`config.mk`:
```
export PLATFORM = sky130hd
export DESIGN_NAME = moore_seq_detect
export DESIGN_NICKNAME = d
export VERILOG_FILES = /design/src/rtl/moore_seq_detect.sv
export SDC_FILE = /design/constraint.sdc
export NUM_CORES = 1
export LEC_CHECK = 0
export ABC_AREA = 1
export BUFFER_PORTS_ARGS = -buffer_cell sky130_fd_sc_hd__buf_2
export CORE_MARGIN = 10
export CORE_UTILIZATION = 45
export DETAILED_ROUTE_END_ITERATION = 16
export PLACE_DENSITY = 0.72
export SYNTH_ARGS = -nofsm -noshare
export SYNTH_HDL_FRONTEND = slang
export SYNTH_SLANG_ARGS = --single-unit
```
`constraint.sdc`:
```
create_clock -name clk -period 1.2 [get_ports clk]
set_input_delay 0 -clock clk [delete_from_list [all_inputs] [get_ports clk]]
set_output_delay 0 -clock clk [all_outputs]
set_load 0.02 [all_outputs]
```
`src/rtl/moore_seq_detect.sv`:
```
// Moore serial pattern detector: KMP transition table built at elaboration,
// overlapping / non-overlapping detection, saturating hit counter.
module moore_seq_detect #(
  parameter int              LEN     = 4,
  parameter logic [LEN-1:0]  PATTERN = 4'b1011,
  parameter int              CNT_W   = 8,
  localparam int             SW      = $clog2(LEN+1)
) (
  input  logic             clk,
  input  logic             reset,
  input  logic             en,
  input  logic             a,
  input  logic             overlap,
  input  logic             clr,
  output logic             z,
  output logic [SW-1:0]    state,
  output logic [CNT_W-1:0] hit_cnt,
  output logic             cnt_sat
);

  typedef logic [SW-1:0] state_t;

  // Rows 0..LEN-1 are matched-prefix states; row LEN is DETECT with overlap,
  // row LEN+1 is DETECT without overlap.
  localparam int ROWS = LEN + 2;
  localparam int RW   = $clog2(ROWS);

  // Longest suffix of (first k pattern bits, then b) that is a pattern prefix.
  function automatic int kmp_next(input int k, input int b);
    int  res;
    int  idx;
    bit  ok;
    bit  c;
    res = 0;
    for (int l = 1; l <= k + 1; l++) begin
      if (l <= LEN) begin
        ok = 1'b1;
        for (int j = 0; j < l; j++) begin
          idx = k + 1 - l + j;
          c   = (idx == k) ? (b != 0) : PATTERN[LEN-1-idx];
          if (c != PATTERN[LEN-1-j]) ok = 1'b0;
        end
        if (ok) res = l;
      end
    end
    return res;
  endfunction

  function automatic int kmp_fail();
    int res;
    bit ok;
    res = 0;
    for (int l = 1; l < LEN; l++) begin
      ok = 1'b1;
      for (int j = 0; j < l; j++)
        if (PATTERN[l-1-j] != PATTERN[LEN-1-j]) ok = 1'b0;
      if (ok) res = l;
    end
    return res;
  endfunction

  localparam int FAIL = kmp_fail();

  state_t nxt_tab [ROWS][2];

  for (genvar r = 0; r < ROWS; r++) begin : g_row
    for (genvar b = 0; b < 2; b++) begin : g_bit
      localparam int SRC = (r < LEN) ? r : ((r == LEN) ? FAIL : 0);
      assign nxt_tab[r][b] = SW'(kmp_next(SRC, b));
    end
  end

  state_t           state_q, state_d;
  logic             z_q;
  logic [CNT_W-1:0] hit_cnt_q, hit_cnt_d;
  logic             sat_q, sat_d;
  logic [RW-1:0]    row;
  logic             hit;

  always_comb begin
    row = '0;
    if (state_q == SW'(LEN))     row = overlap ? RW'(LEN) : RW'(LEN + 1);
    else if (state_q < SW'(LEN)) row = RW'(state_q);

    state_d = en ? nxt_tab[row][a] : state_q;
    hit     = en && (state_d == SW'(LEN));

    hit_cnt_d = hit_cnt_q;
    sat_d     = sat_q;
    if (clr) begin
      hit_cnt_d = '0;
      sat_d     = 1'b0;
    end else if (hit && (hit_cnt_q != '1)) begin
      hit_cnt_d = hit_cnt_q + 1'b1;
      sat_d     = sat_q | (hit_cnt_d == '1);
    end
  end

  always_ff @(posedge clk or negedge reset) begin
    if (!reset) begin
      state_q   <= '0;
      z_q       <= 1'b0;
      hit_cnt_q <= '0;
      sat_q     <= 1'b0;
    end else begin
      state_q   <= state_d;
      z_q       <= (state_d == SW'(LEN));
      hit_cnt_q <= hit_cnt_d;
      sat_q     <= sat_d;
    end
  end

  assign z       = z_q;
  assign state   = state_q;
  assign hit_cnt = hit_cnt_q;
  assign cnt_sat = sat_q;

endmodule

```
==> results of run 1 <==
[worst max-delay path: stages, from the launching register on]
cell and delay, ns:
dfrtp_2 0.45, buf_4 0.15, buf_4 0.13, nand3_1 0.08
nand3_1 0.15, nor2_1 0.15, nand3_1 0.09, nand2_1 0.08
[flip-flops by register name, summed over array words and instances (netlist names)]
| signal | count |
|---|---|
| hit_cnt | 8 |
| cnt_sat | 1 |
| state | 3 |
| z | 1 |
[power by group]
group          switching (mW)  internal [mW]  total [mW]
Clock                   0.160          0.129       0.289
Sequential             0.0125          0.450       0.463
Combinational          0.0971         0.0599       0.157
Total                   0.269          0.639       0.909
[cell usage after synthesis, types with 2 or more instances]
master   instances
nand3_1         15
a31oi_1          2
o21ai_2          2
o21ai_0          3
inv_2            2
dfrtp_1         13
o21ai_1          5
nor2_1           6
ha_1             2
inv_1           14
nand2_2          5
nand2_1         20
[area by class of cell]
class,count,area (µm²)
clock buffers,4,26.3
fillers,128,483
inverters,17,66.3
multi-input cells,71,519
flip-flops and latches,13,330
well taps,17,21.3
repair buffers,37,243
[worst paths after layout]
| kind | from | end |
|---|---|---|
| max in group asynchronous | reset | hit_cnt[2] |
| max | hit_cnt[0] | cnt_sat |
| min | a | state[0] |
| min reg2reg | cnt_sat | cnt_sat |
| max reg2reg | hit_cnt[0] | cnt_sat |
| min in group asynchronous | reset | cnt_sat |
[what timing repair did]
action                     in CTS  in global routing
cloned                          1                  0
hold endpoints to repair       13                  0
setup buffers                   3                  3
gates resized for setup         7                 23
pin swaps                       4                 17
setup endpoints to repair      10                 10
hold buffers                    1                  0
[through the flow]
stage          TNS [ns]  utilization  hold WS [ns]
5_1_grt           -1.14        0.714       0.00759
4_1_cts         -0.0380        0.653       0.00941
6_report         -0.552        0.714        0.0180
3_3_place_gp     -0.553        0.595       -0.0989
3_5_place_dp     -0.640        0.595       -0.0938
2_1_floorplan    -0.515            -        -0.296
[routing by layer]
layer	share of wire	wire length (µm)	track usage	up-vias
met1	0.39	1010	0.149	407
met4	0.027	70	0.0478	0
met2	0.52	1340	0.215	35
met3	0.068	176	0.0285	10
met5	0	0	0	-
li1	-	-	-	412
[logic make-up after synthesis]
kind of cell | count (synthesis)
adder cells (fa/ha/maj) | 2
flip-flops | 13
AO/OA/AOI/OAI | 13
buffers and inverters | 17
XOR/XNOR | 1
AND/OR/NAND/NOR | 54
==> flow_summary.toml, run 1 <==
[placement]
place_area_um2 = 1000
place_ws_ns = -0.104
placement.io_buffers = 18
place_congestion = 0.849
dp_hpwl_um = 1610
dpl.cell_count = 147

[die]
rows = 15
die_w_um = 62.0
pin_count = 19
start_util = 0.469
dieArea_um2 = 3840
design.core.area_um2 = 1690
dieHeight_um = 62.0

[global_routing]
grt_max_degree = 14
grt_pass1_wl_um = 3640
grt_antenna_before_repair = 0
grt-ovfl-total = 0
grt_util_all_layers = 0.126
grt_pass1_vias = 803

[hold_path]
whs_path_depth = 3
hold_path.class = "in -> reg"

[clock_tree]
cts_tree = "yes"
clockRootBuffer = "clkbuf_4"
clock_latency_ns = 0.29
cts_buffer_depth = 2
numCtsBuffers = 3
clock_sinks = 13
cts_htree_levels = 1
cts.clk_slew.worst_paths_ns = 0.09

[route]
wl_per_cell_um = 16.3
drc_errors = 0
drt-pass1-iter-count = 4
vias = 864
antenna_left = 0
drt_first_iter_violations = 43
vias_per_cell = 5.43
routed_wl_um = 2600

[power_and_ir_drop]
irDropWorstVdd_mv = 0.621
design_power_total_uw = 909
leakage_nw = 0.572
powerDensity_nw_per_um2 = 753

[setup_path]
startpoint_type = "flip-flop"
rr_worst_depth = 7
cp_max_fo = 3
end_kind = "flip-flop"
critPathKind = "reg -> reg"
crit_arrival_ns = 1.57
required_ns = 1.43
ff2ff_setup_slack_ns = -0.14

[cells_and_area]
antenna_cells = 0
final_common_cell = "buf_2"
final_area_um2 = 1210
layout-drive-gt1-share = 0.563
mostFrequentLayoutCells = "18 x buf_2, 17 x nand2_1, 16 x buf_4, 11 x inv_1, 11 x nand3_1"
synthToLayoutAreaGrowth_pct = 52.3
final_nets = 151
finalNonFillerCells = 159

[timing]
setup_viol = 9
rsz0062_at_grt = "true"
report.final.hold_viol_count = 0
slew_headroom = 0.737
worst_pin_slew_ns = 0.392
fmax_mhz = 744
slew_viol_final = 0
setup_ws_ns = -0.144
fin_crit_sh = 1.12
fin_crit_ns = 1.34
fin_worst_skew_ns = 0.00606

[yosys]
synth_compound_area_frac = 0.0979
synth_fa_ha_area_frac = 0.0316
synthArstFlopShare = 1.00
ys_seq_area_frac = 0.411
syn_inst = 100
yosysWarnings = 0
netlist_area_um2 = 792
synth_top_family_by_area = "simple AND/OR/NAND/NOR gates"
synth_top_cell_area_share = 0.411
synth.top_cells.by_area = "dfrtp_1 41%, nand2_1 9.5%, nand3_1 9.5%"
synth_mux_area_frac = 0
synth_xor_area_frac = 0.0111
synth_nets = 108
synth_top_cell_by_area = "dfrtp_1"
synth_edf_count = 0
synthFlopType = "dfrtp_1"
ys_types = 23
synth_simple_gate_area_frac = 0.368
ys_seq_elements = 13
synth_area_per_cell_um2 = 7.92

[status]
status = "finished, violations left"
failed_checks = "negative setup slack"

[job]
max-cap-violations = 0
Note: power is estimated with default switching activity, not from simulation.
==> run 2, diff against run 1 <==
--- a/config.mk
+++ b/config.mk
@@ -7,9 +7,11 @@
 export LEC_CHECK = 0
 export ABC_AREA = 1
 export BUFFER_PORTS_ARGS = -buffer_cell sky130_fd_sc_hd__buf_2
+export CORE_ASPECT_RATIO = 1.2
 export CORE_MARGIN = 10
 export CORE_UTILIZATION = 45
 export DETAILED_ROUTE_END_ITERATION = 16
+export HOLD_SLACK_MARGIN = 0.1
 export PLACE_DENSITY = 0.72
 export SYNTH_ARGS = -nofsm -noshare
 export SYNTH_HDL_FRONTEND = slang
==> run 2 against run 1 <==
The run still ends with negative setup slack left. Sequential share of layout area is 0.057 points lower. Sequential power hardly changed. Routed wire length is 12% lower. Worst setup slack better by 0.060 ns. Critical path type unchanged. Largest power group unchanged.
==> flow_summary.toml, run 2 (synthesis results as in run 1) <==
[cells_and_area]
mostFrequentLayoutCells = "18 x nand2_1, 18 x buf_2, 16 x buf_4, 13 x inv_1, 12 x nand3_1"
final_util = 0.736
antenna_cells = 0
synthToLayoutAreaGrowth_pct = 52.6
finalNonFillerCells = 162
layout-drive-gt1-share = 0.514
largest_reg_flops = 8
final_nets = 153

[placement]
dpl.cell_count = 146
place_ws_ns = -0.111
placement.io_buffers = 18
place_congestion = 0.885
dp_hpwl_um = 1550

[setup_path]
rr_worst_depth = 7
critPathKind = "reg -> reg"
startpoint_type = "flip-flop"
regToRegStartpoint = "state[2]"
r2r-end = "hit_cnt[3]"
cp_max_fo = 4
critPathLaunch = "state[2]"
crit_arrival_ns = 1.46
required_ns = 1.38
ff2ff_setup_slack_ns = -0.08
end_kind = "flip-flop"

[power_and_ir_drop]
swShare = 0.291
p_seq_frac = 0.513
combPwrFrac = 0.170
power.switching_uw = 264
leakage_nw = 0.572
powerDensity_nw_per_um2 = 749
irDropWorstVdd_mv = 0.711
clockPowerShare = 0.316
p_int_uw = 642

[die]
dieArea_um2 = 3840
start_util = 0.482
rows = 16
design.core.area_um2 = 1640
pin_count = 19
dieHeight_um = 66.0
die_w_um = 58.3

[global_routing]
grt_antenna_before_repair = 0
grt_pass1_vias = 916
grt_pass1_wl_um = 3850
grt-ovfl-total = 0
grt_util_all_layers = 0.124
grt_max_degree = 14

[clock_tree]
clock_sinks = 13
clockRootBuffer = "clkbuf_4"
cts.clk_slew.worst_paths_ns = 0.08
clock_latency_ns = 0.29
cts_htree_levels = 1
cts_tree = "yes"
numCtsBuffers = 3
cts_buffer_depth = 2

[timing]
rsz0062_at_grt = "true"
setup_ws_ns = -0.0839
setup_tns_ns = -0.592
slew_headroom = 0.727
fin_crit_sh = 1.07
fin_crit_ns = 1.28
holdWs_ns = 0.121
slew_viol_final = 0
fmax_mhz = 779
setup_viol = 10
fin_worst_skew_ns = 0.00194
report.final.hold_viol_count = 0
worst_pin_slew_ns = 0.407

[route]
drt-pass1-iter-count = 4
antenna_left = 0
drt_first_iter_violations = 17
vias_per_cell = 5.26
wl_per_cell_um = 14.1
drc_errors = 0
vias = 852
routed_wl_um = 2290

[job]
max-cap-violations = 0

[status]
status = "finished, violations left"
failed_checks = "negative setup slack"

[hold_path]
hold_path.class = "in -> async"
==> run 2: power groups by stage <==
stage	registers (mW)	clock network (mW)	logic (mW)
finish	0.465	0.286	0.154
floorplan	0.486	0	0.0462
global placement	0.469	0	0.111
global route	0.465	0.303	0.169
CTS	0.461	0.281	0.133
detailed placement	0.469	0	0.113
==> run 2: through the flow <==
step	power, mW	instance area (µm²)
2_1_floorplan	0.532	803
3_3_place_gp	0.580	991
3_5_place_dp	0.583	991
4_1_cts	0.875	1150
5_1_grt	0.937	1210
6_report	0.905	1210
==> run 2: worst max-delay path by stage <==
| stage | end | slack [ns] |
|---|---|---|
| CTS | hit_cnt[0] | -0.04 |
| floorplan | hit_cnt[0] | -0.08 |
| global placement | hit_cnt[0] | -0.09 |
| finish | hit_cnt[3] | -0.08 |
| detailed placement | hit_cnt[0] | -0.11 |
| global route | hit_cnt[3] | -0.16 |
==> run 2: repair_timing <==
| action | CTS | global route |
|---|---|---|
| pin swaps | 10 | 2 |
| hold endpoints to repair | 17 | 0 |
| setup buffers | 6 | 2 |
| endpoints found under the setup margin | 10 | 10 |
| gates cloned | 1 | 0 |
| gates resized for setup | 13 | 8 |
| hold buffers | 3 | 0 |
==> run 2: layout make-up <==
class	instances	area, µm²
multi-input cells	71	503
fillers	129	433
flip-flops and latches	13	330
repair buffers	39	263
inverters	17	63.8
clock buffers	4	26.3
well taps	18	22.5
==> run 2: routing by layer <==
metal | GRT usage | up-vias | wire [µm]
li1 | - | 418 | -
met1 | 0.120 | 403 | 870
met2 | 0.227 | 25 | 1210
met3 | 0.0365 | 6 | 151
met4 | 0.0647 | 0 | 53
met5 | 0 | - | 0
==> run 2: critical path, cell delays in order (launching register included) <==
cell and delay (ns):
dfrtp_2 0.41, inv_2 0.09, nand3_4 0.08, nor3_4 0.19
buf_6 0.15, nand2_2 0.09, nand3_1 0.08, o21ai_1 0.08
